## src/rtl/mem_stage_mc.sv

```systemverilog
// mem_stage_mc: multi-cycle MEM stage with req/ack data bus, load extension, store strobes and timeout.
// Optional performance counters are built when MEM_STAGE_PERF_EN is defined.
module mem_stage_mc #(
    parameter int XLEN = 32,
    parameter int ADDR_W = 32,
    parameter int MAX_WAIT = 15,
    localparam int STRB_W = XLEN / 8
) (
    input  logic              clk,
    input  logic              rst,
    input  logic              in_valid,
    input  logic              in_mem_en,
    input  logic              in_mem_rw,
    input  logic [2:0]        in_rw_type,
    input  logic [ADDR_W-1:0] in_addr,
    input  logic [XLEN-1:0]   in_wdata,
    output logic              stall_out,
    output logic              out_valid,
    output logic [XLEN-1:0]   out_rdata,
    output logic              misalign_err,
    output logic              bus_err,
    output logic              bus_req,
    output logic              bus_we,
    output logic [ADDR_W-1:0] bus_addr,
    output logic [XLEN-1:0]   bus_wdata,
    output logic [STRB_W-1:0] bus_wstrb,
    input  logic              bus_ack,
    input  logic [XLEN-1:0]   bus_rdata
`ifdef MEM_STAGE_PERF_EN
    ,
    output logic [31:0]       perf_stall_cycles,
    output logic [31:0]       perf_accesses
`endif
);
    localparam int OFF_W = $clog2(STRB_W);
    localparam int CNT_W = $clog2(MAX_WAIT + 1);

    typedef enum logic [1:0] {IDLE, WAIT, DONE} state_t;

    state_t            state, state_n;
    logic [CNT_W-1:0]  cnt;
    logic [2:0]        ld_type;
    logic [OFF_W-1:0]  ld_off;
    logic [OFF_W-1:0]  off;
    logic              live, aligned, issue, finish;
    logic [XLEN-1:0]   wdata_lane, shifted, lmask, ext;
    logic [STRB_W-1:0] strb_lane;
    logic              sign;

    // Mask covering the low 1/2/4/8 bytes of a word, selected by rw_type[1:0].
    function automatic logic [XLEN-1:0] lane_mask(input logic [1:0] sz);
        return {XLEN{1'b1}} >> (7'(XLEN) - (7'd8 << sz));
    endfunction

    assign live = in_valid & in_mem_en;
    assign off = in_addr[OFF_W-1:0];
    // 111 is unassigned and D/WU only exist on a 64-bit datapath, so those count as misaligned.
    assign aligned = in_rw_type[1:0] == 2'd0 ? 1'b1 :
                     in_rw_type[1:0] == 2'd1 ? ~in_addr[0] :
                     in_rw_type == 3'b010    ? in_addr[1:0] == 2'b00 :
                     in_rw_type == 3'b110    ? XLEN == 64 && in_addr[1:0] == 2'b00 :
                     in_rw_type == 3'b011    ? XLEN == 64 && in_addr[2:0] == 3'b000 : 1'b0;
    assign issue = state == IDLE & live & aligned;
    assign finish = bus_ack | cnt == CNT_W'(MAX_WAIT - 1);
    assign wdata_lane = (in_wdata & lane_mask(in_rw_type[1:0])) << {off, 3'b000};
    assign strb_lane = STRB_W'({8{1'b1}} >> (4'd8 - (4'd1 << in_rw_type[1:0]))) << off;
    assign shifted = bus_rdata >> {ld_off, 3'b000};
    assign lmask = lane_mask(ld_type[1:0]);
    assign sign = ~ld_type[2] & |(shifted & lmask & ~(lmask >> 1));
    assign ext = (shifted & lmask) | ({XLEN{sign}} & ~lmask);

    // Next state, pipeline stall and completion strobe.
    always_comb begin
        state_n = state == IDLE ? (issue ? WAIT : IDLE) :
                  state == WAIT ? (finish ? DONE : WAIT) : IDLE;
        stall_out = ~rst & (state == WAIT | issue);
        out_valid = state == DONE;
    end

    // State register.
    always_ff @(posedge clk) begin
        state <= rst ? IDLE : state_n;
    end

    // Bus request registers, wait counter, load result and error pulses.
    always_ff @(posedge clk) begin
        if (rst) begin
            cnt <= '0;
            ld_type <= '0;
            ld_off <= '0;
            out_rdata <= '0;
            misalign_err <= 1'b0;
            bus_err <= 1'b0;
            bus_req <= 1'b0;
            bus_we <= 1'b0;
            bus_addr <= '0;
            bus_wdata <= '0;
            bus_wstrb <= '0;
        end else begin
            misalign_err <= state == IDLE & live & ~aligned;
            bus_err <= 1'b0;
            if (issue) begin
                bus_req <= 1'b1;
                bus_we <= in_mem_rw;
                bus_addr <= {in_addr[ADDR_W-1:OFF_W], {OFF_W{1'b0}}};
                bus_wdata <= in_mem_rw ? wdata_lane : '0;
                bus_wstrb <= in_mem_rw ? strb_lane : '0;
                ld_type <= in_rw_type;
                ld_off <= off;
                cnt <= '0;
            end else if (state == WAIT) begin
                if (finish) begin
                    bus_req <= 1'b0;
                    bus_we <= 1'b0;
                    bus_addr <= '0;
                    bus_wdata <= '0;
                    bus_wstrb <= '0;
                    bus_err <= ~bus_ack;
                    out_rdata <= bus_ack & ~bus_we ? ext : '0;
                end else begin
                    cnt <= cnt + 1'b1;
                end
            end else if (state == DONE) begin
                out_rdata <= '0;
            end
        end
    end

`ifdef MEM_STAGE_PERF_EN
    // Stall-cycle and issued-access counters, wrapping naturally.
    always_ff @(posedge clk) begin
        if (rst) begin
            perf_stall_cycles <= '0;
            perf_accesses <= '0;
        end else begin
            perf_stall_cycles <= perf_stall_cycles + {31'd0, stall_out};
            perf_accesses <= perf_accesses + {31'd0, issue};
        end
    end
`endif
endmodule

```

## config.mk

```make
export PLATFORM = sky130hd
export DESIGN_NAME = mem_stage_mc
export DESIGN_NICKNAME = d
export VERILOG_FILES = /design/src/rtl/mem_stage_mc.sv
export SDC_FILE = /design/constraint.sdc
export NUM_CORES = 1
export LEC_CHECK = 0
export CAP_MARGIN = 5
export CORE_MARGIN = 4
export CORE_UTILIZATION = 41
export CTS_BUF_LIST = sky130_fd_sc_hd__clkbuf_4
export CTS_CLUSTER_DIAMETER = 30
export DETAILED_ROUTE_END_ITERATION = 7
export PLACE_DENSITY = 0.79
export SKIP_LAST_GASP = 1
export SLEW_MARGIN = 20
export SYNTH_ARGS = -nofsm -noshare
export SYNTH_HDL_FRONTEND = slang
export SYNTH_SLANG_ARGS = --single-unit
```

## constraint.sdc

```tcl
create_clock -name clk -period 2.1 [get_ports clk]
set_input_delay 0.42 -clock clk [delete_from_list [all_inputs] [get_ports clk]]
set_output_delay 0.42 -clock clk [all_outputs]
set_load 0.02 [all_outputs]
```

### Word level (Yosys, flattened, before mapping)

Index checks and enable logic that the tools add are counted.

| word-level totals | value |
|---|---|
| register bits | 113 |
| bits in latches | 0 |
| memory bits (writable) | 0 |
| bits in read-only memories | 0 |
| input bits | 105 |
| output and inout bits | 106 |
| logic and storage cells | 94 |
| memories | 0 |

| cells by class | value |
|---|---|
| $add $sub $neg | 4 |
| multiply operators | 0 |
| divide/modulo/power cells | 0 |
| order comparisons | 0 |
| equal/unequal tests | 6 |
| shift operators | 9 |
| mux-type cells | 26 |
| bitwise operators | 25 |
| reduce and logical (&&, ||, !) cells | 12 |

Operators by type and width:

| kind | count |
|---|---|
| 2-to-1 mux 32 bit | 11 |
| AND 32 bit | 4 |
| right shift 32 x 7 -> 32 bit (first input constant) | 2 |
| NOT 31 -> 32 bit | 1 |
| NOT 32 bit | 1 |
| bitwise OR 32 bit | 1 |
| OR reduction 32 bit | 1 |
| left shift 32 x 5 -> 32 bit | 1 |
| right shift 32 x 5 -> 32 bit | 1 |
| 2-to-1 mux 4 bit | 4 |
| left shift 4 x 2 -> 7 bit (first input constant) | 2 |
| subtractor 6 x 7 -> 7 bit (first input constant) | 2 |
| NOT 1 bit | 9 |
| 2-to-1 mux 1 bit | 8 |
| right shift 8 x 4 -> 4 bit (first input constant) | 1 |
| AND 1 bit | 7 |
| logical NOT 2 bit | 3 |
| 2-to-1 mux 2 bit | 3 |
| nonzero test 2 bit | 3 |
| adder 4 x 1 -> 4 bit (second input constant) | 1 |
| equality test 2 x 1 -> 1 bit (second input constant) | 2 |
| equality test 4 bit (second input constant) | 1 |
| AND reduction 2 bit | 2 |
| OR reduction 4 bit | 1 |
| 9 further kinds | 10 |

### Depth between registers and ports, before layout

Gate-level depths: netlist (run 1).

| logic depth | value |
|---|---|
| depth in word-level cells | 12 |
| depth in mapped cells | 9 |
| mapped depth without buffers | 6 |

### Worst setup path after synthesis (run 1)

No wires, ideal clock.

| timing path | value |
|---|---|
| kind | input-to-output |
| start point | input in_rw_type[0] |
| end point | output stall_out |
| arrival time | 1853 ps |
| data required time | 1680 ps |
| slack | -173 ps |
| stages on the path | 8 |
| buffers on the path | 2 |
| path through | inv_1 ha_1 nor4b_4 o31a_1 buf_2 buf_2 nor2_1 nor2_1 |

| on the way | value |
|---|---|
| word-level cells in the longest chain between the ends | 7 |
| elaborated cells on any way between the ends | 9 |
| those cells by class | 2 x eq/ne; 3 x mux; 3 x bitwise; 1 x reduce/logical |

RTL lines:

| what | line | source |
|---|---|---|
| start: declaration | 14 | `input logic [2:0] in_rw_type,` |
| equality test 3 x 2 -> 1 bit | 60 | `in_rw_type == 3'b010 ? in_addr[1:0] == 2'b00 :` |
| 2-to-1 mux 1 bit | 60 |  |
| 2-to-1 mux 1 bit | 59 | `in_rw_type[1:0] == 2'd1 ? ~in_addr[0] :` |
| 2-to-1 mux 1 bit * | 58 | `assign aligned = in_rw_type[1:0] == 2'd0 ? 1'b1 :` |
| AND 1 bit * | 63 | `assign issue = state == IDLE & live & aligned;` |
| bitwise OR 1 bit * | 76 | `stall_out = ~rst & (state == WAIT \| issue);` |
| AND 1 bit * | 76 |  |
| end: declaration | 17 | `output logic stall_out,` |

Mark *: on every way between the ends. The rest lies on a longest branch, timed or not.

### Worst setup path in the final report (run 1)

| timing path | value |
|---|---|
| start point | input in_addr[0] |
| end point | output stall_out |

| on the way | value |
|---|---|
| word-level cells in the longest chain between the ends | 7 |
| elaborated cells on any way between the ends | 8 |
| those cells by class | 3 x mux; 4 x bitwise; 1 x reduce/logical |

RTL lines:

| what | line | source |
|---|---|---|
| start: declaration | 15 | `input logic [ADDR_W-1:0] in_addr,` |
| logical NOT 2 bit | 60 |  |
| 2-to-1 mux 1 bit | 60 |  |
| 2-to-1 mux 1 bit * | 59 |  |
| 2-to-1 mux 1 bit * | 58 |  |
| AND 1 bit * | 63 |  |
| bitwise OR 1 bit * | 76 |  |
| AND 1 bit * | 76 |  |

Marks and branches as above.

==> results of run 1 <==
## power by group
group | leakage (uW) | switching (uW) | internal [uW]
clock network | 0.000150 | 872 | 833
logic | 0.00196 | 377 | 422
registers | 0.000914 | 20.1 | 2170
## per-stage QoR
stage,util (%),power [uW],hold slack (ns),instance area [um2],worst slack (ns)
floorplan,-,2580,0.454,5400,0.00497
global placement,63.4,3010,0.448,8060,-0.711
detailed placement,63.4,3020,0.453,8060,-0.731
CTS,65.8,4720,0.297,8370,-0.152
global route,66.3,4910,0.317,8430,-0.120
finish,66.3,4700,0.339,8430,-0.0483
## cells by family after synthesis
kind of cell | after synthesis
AOI/OAI and AO/OA | 191
and+or+nand+nor | 171
DFF | 113
buffers and inverters | 66
muxes | 25
adders and majority gates | 11
xor gates and xnor gates | 3
other | 1
## registers in the layout, indices dropped and copies added, names as in the netlist, 2 cells and up
register	flops
ld_type	3
state	2
out_rdata	32
bus_addr	30
bus_wdata	32
bus_wstrb	4
cnt	4
ld_off	2
## routing by layer
layer	track usage, %	vias up
li1	-	2667
met1	28.0	2668
met2	40.4	287
met4	7.35	0
met5	0	-
met3	9.26	35
## worst max-delay path, stage by stage
cell	delay (ns)
clkdlybuf4s50_1	0.62
nor2b_2	0.08
o31a_1	0.31
nor2_2	0.12
nor2_2	0.05
buf_6	0.13
## path summary, 6_finish.rpt
| kind | startpoint | endpoint | slack, ns | cells past startpoint |
|---|---|---|---|---|
| hold / removal | in_rw_type[1] | ld_type[1]$_SDFFE_PP0P_ | 0.34 | 3 |
| setup / recovery | in_addr[0] | stall_out | -0.05 | 6 |
| setup reg to reg | ld_type[0]$_SDFFE_PP0P_ | out_rdata[7]$_SDFFE_PP0P_ | 0.12 | 6 |
| hold reg to reg | bus_addr[30]$_SDFFE_PP0P_ | bus_addr[30]$_SDFFE_PP0P_ | 0.47 | 2 |
## layout make-up
cell class / instances / area, um2
well taps: 172 / 215
inverters: 8 / 30.0
clock inverters: 14 / 164
fillers: 1071 / 4290
clock buffers: 18 / 135
multi-input cells: 403 / 2890
flip-flops and latches: 113 / 2270
repair buffers: 277 / 2730
## placed cells by master, fill, tap and decap left out, types with 4 or more instances in the layout
cell type	count
clkdlybuf4s50_1	203
dfxtp_1	110
buf_4	57
nand3_1	52
a21oi_1	48
a22o_1	39
o21ai_0	32
nand2_1	24
nor2_1	22
mux2i_1	18
clkbuf_4	18
o211ai_1	16
nand2b_1	13
buf_12	11
nor2b_1	10
a32oi_1	10
ha_1	10
a211oi_1	9
nand3b_1	9
o2bb2ai_1	8
a32o_1	8
a2111o_1	8
and2_1	8
nand4_1	7
mux4_2	7
inv_1	6
nor3_1	4
clkinvlp_4	4
## what timing repair did
action                                  4_1_cts  5_1_grt
endpoints found under the setup margin        2       18
gates resized for setup                      13        9
hold endpoints to repair                      0        0
pin swaps                                     1        4
buffers inserted                              0        4
==> run metrics, run 1 <==
predominant post-synthesis flop cell dfxtp_1; most common cell in the netlist dfxtp_1; Setup crit end kind output port; met2 wire length 8.68 mm; Synth Area in XOR/XNOR 0.488%; hold buffers post-CTS 0; final slew viol count 0; Critical Path RT 1.68 ns; Final WS setup -0.0483 ns; Relative slew margins 64.8%; initial core utilization 42.3%; Sink Count 113; Post-Syn Area 5380 um2; Synth async-reset ratio 0%; via count 5,657; RSZ-0062 raised after global routing yes; max-cap violations 0; flops & latches, synth 113; mux contribution to synthesized area 6.27%; met3 wire len 1.85 mm; gr ovfl total 0; Arr. time, crit path 1.73 ns; final hold vios 0; pwr dens 557 nW/um2; # DRC 0; Synth Area in Compound Gates 25.7%; global-route wire length before repair 28.1 mm; number of synthesized flops with an enable pin 0; DRT antenna net count 0; Worst Path Class, Setup in2out; Site Rows 41; DRT Pass-1 Iters 6; Final Cycle Share 102%; Skew-Pair Late Insertion Delay 0.54 ns; CTS Buf Count 17; io pins 211; TNS Setup -0.0483 ns; die area 15,000 um2; post-synth top area share 42.0%; Post-Synth Adder-Cell Area 2.56%; final setup vio count 1; startpoint types input pin; top post-synthesis cells by area dfxtp_1, a22o_1, nand3_1; largest fanout on the critical path 4; Synthesis Warnings 0; status finished with violations; Hold Crit Class in2reg; Final GP Congestion 0.855; PortBufs 208; layout cells sized above 1 15.4%; synthesized instance count 581; number of global-route vias before repair 5,480; TritonCTS clock tree built; worst slew pin tran 0.526 ns; area delta synth->final 56.6%; Tmin final 2.15 ns; f_max 465 MHz; # placed instances 969; Max Used Layer met4; Initial DRC Count 558; Cell variety after synth 53; WL/cell 17.9 um; final non-filler cell total 1,005; htree depth 4; DIE HEIGHT 123 um; Antenna Cells 0; synth cell count leaders dfxtp_1, nand3_1, a21oi_1, a22o_1, o21ai_0; Layout Skew 0.0166 ns; most area-hungry cell type in the Yosys netlist dfxtp_1; maximum number of pins on one net before global-route repair 40; antenna violations before repair 0; final WL 18.0 mm; largest buffer count on any clock path 2; Avg Cell Area, Syn 9.27 um2; clock slew seen by the registers of the worst setup and hold paths 0.09 ns; Peak VDD IR 0.000518 V; Die Wd 123 um; part of the Yosys area used for sequential elements 42.0%; NumNets Final 936; violated checks negative setup slack; M1 WL 7.12 mm; simple-gate share of the synthesized area 17.5%; root buffer cell clkbuf_4; DP HPWL 13.7 mm; Leak 0.00302 uW; combinational family with the most area after synthesis compound AO/OA/AOI/OAI gates; Core ar. 12,700 um2; GRT Overall Usage 23.9%; vias per inst 5.63
Power figures use the tool's default switching activity.
==> run 2, diff against run 1 <==
- ABC_AREA: unset -> 1
==> run 2 against run 1 <==
  * The flow now finishes without violations
  * Wire length shrank 3.2%
  * Worst hold slack gained 0.071 ns
  * First-iteration DRC count is 7.3% lower
==> run metrics, run 2 <==
max-cap violations 0; most frequent cells in the layout nand2_1, clkdlybuf4s50_1, a21oi_1, dfxtp_1, nand3_1; Largest regs bus_wdata: 32 flops, out_rdata: 32 flops, bus_addr: 30 flops; layout cells sized above 1 9.73%; PortBufs 208; most area-hungry cell type in the Yosys netlist dfxtp_1; Layout Skew 0.0137 ns; startpoint types input pin; final setup vio count 0; NumNets Final 1,120; Setup crit end kind output port; crit path launch in_addr[1]; f_max 493 MHz; Skew-Pair Late Insertion Delay 0.53 ns; Initial DRC Count 517; antenna violations before repair 2; # DRC 0; part of the Yosys area used for sequential elements 41.8%; Die Wd 123 um; Post-Syn Area 5410 um2; gr ovfl total 0; DIE HEIGHT 123 um; via count 6,014; synthesized instance count 788; Peak VDD IR 0.000359 V; flops & latches, synth 113; Sink Count 113; number of global-route vias before repair 5,535; Avg Cell Area, Syn 6.87 um2; pwr dens 572 nW/um2; TritonCTS clock tree built; Hold Crit Class in2reg; WL/cell 14.6 um; Worst R2R Start ld_type[0]$_SDFFE_PP0P_; GRT Overall Usage 22.8%; status complete, no violations; Min-Delay Startpoint in_rw_type[1]; CP Cell Sequence clkdlybuf4s50_1 > nor2_4 > nand3b_1 > nand2_1 > nand2_4 > inv_2 > nor2_2 > nor2_2 > buf_6; DRT antenna net count 0; DP HPWL 12.7 mm; CTS Buf Count 17; synth cell count leaders nand2_1, a21oi_1, dfxtp_1, nand3_1, o21ai_0; global-route wire length before repair 27.0 mm; Critical Path RT 1.68 ns; worst hold slack 0.410 ns; Cell variety after synth 33; largest buffer count on any clock path 2; most common cell in the netlist nand2_1; top post-synthesis cells by area dfxtp_1, nand2_1, a21oi_1; maximum number of pins on one net before global-route repair 106; final non-filler cell total 1,192; Final Cycle Share 96.6%; mux contribution to synthesized area 0.185%; Synth Area in XOR/XNOR 0.162%; number of synthesized flops with an enable pin 0; die area 15,100 um2; Worst Path Class, Setup in2out; Synthesis Warnings 0; RSZ-0062 raised after global routing yes; combinational family with the most area after synthesis simple AND/OR/NAND/NOR gates; largest fanout on the critical path 2; final hold vios 0; Core ar. 12,800 um2; commonest non-fill, non-tap cell in the layout nand2_1; clock slew seen by the registers of the worst setup and hold paths 0.10 ns; Synth async-reset ratio 0%; vias per inst 5.05; root buffer cell clkbuf_4; area delta synth->final 50.8%; htree depth 4; CP most frequent cell nor2_2; Site Rows 41; Post-Synth Adder-Cell Area 2.54%; DRT Pass-1 Iters 8; predominant post-synthesis flop cell dfxtp_1; io pins 211; Leak 0.00311 uW; slowest cell on the critical path clkdlybuf4s50_1; max incr delay on CP 0.46 ns; initial core utilization 42.4%; Arr. time, crit path 1.61 ns; final WL 17.4 mm; final slew viol count 0; simple-gate share of the synthesized area 28.3%; Final GP Congestion 0.951; Synth Area in Compound Gates 19.3%; post-synth top area share 41.8%; # placed instances 1,156; Tmin final 2.03 ns
-- run 2: cell types whose count changed after synthesis, sizes merged, moves of 9 or more --
| cell | change |
|---|---|
| o211ai | -9 |
| nand2 | +248 |
| inv | +29 |
| mux2i | -17 |
| o21ai | +13 |
| nor2b | -11 |
| a21oi | +86 |
| a211oi | -9 |
| a22o | -39 |
| a32oi | -10 |
| nand2b | -13 |
-- run 2: per-layer routing --
metal	wire length, um	track usage [%]
met3	1450	6.59
met5	12	0
met4	580	10.7
met1	6940	27.9
met2	8430	36.9
-- run 2: what timing repair did --
item                                    4_1_cts  5_1_grt
endpoints found under the setup margin        2        2
hold buffers                                  0        0
gates resized for setup                      16        7
buffers inserted                              1        0
cloned                                        0        0
pin swaps                                     3        4
-- run 2: where the power goes --
group          internal, uW  switching (uW)  total, uW
Combinational           396             450        846
Sequential             2170            17.7       2190
Clock                   812             816       1630
Total                  3380            1280       4670
-- run 2: through the flow --
| stage | setup WS (ns) | area [um2] | TNS (ns) | utilization [%] | total power, uW |
|---|---|---|---|---|---|
| 2_1_floorplan | 0.0783 | 5420 | 0 | - | 2650 |
| 3_3_place_gp | -0.605 | 7840 | -29.56 | 61.4 | 3070 |
| 3_5_place_dp | -0.675 | 7840 | -38.40 | 61.4 | 3070 |
| 4_1_cts | -0.0515 | 8130 | -0.0515 | 63.7 | 4700 |
| 5_1_grt | -0.0484 | 8160 | -0.0484 | 63.9 | 4870 |
| 6_report | 0.0709 | 8160 | 0 | 63.9 | 4670 |
-- run 2: cell type report --
cell class | count | area (um2)
flip-flops and latches | 113 | 2260
diodes | 3 | 7.51
inverters | 39 | 146
clock buffers | 18 | 135
clock inverters | 14 | 146
multi-input cells | 580 | 2760
well taps | 172 | 215
repair buffers | 253 | 2480
fillers | 1114 | 4620
-- run 2: critical path, delay by kind of cell --
family | cells | cell delay (ns)
buffers and inverters | 3 | 0.64
and+or+nand+nor | 6 | 0.53
-- run 2: worst paths after layout --
path         slack, ns                          to  cells past startpoint
min reg2reg       0.46   bus_addr[23]$_SDFFE_PP0P_                      2
min               0.41     ld_type[1]$_SDFFE_PP0P_                      4
max reg2reg       0.19  out_rdata[11]$_SDFFE_PP0P_                      9
max               0.07                   stall_out                      9
-- run 2: kinds of logic (layout without fill, tap and decap cells) --
kind of cell             Yosys count  in the layout
AND/OR/NAND/NOR                  367            367
AO/OA/AOI/OAI                    198            198
flip-flops                       113            113
buffers and inverters             96            324
adder cells (fa/ha/maj)           11             11
other                              1              5
XOR/XNOR                           1              1
multiplexers                       1              1
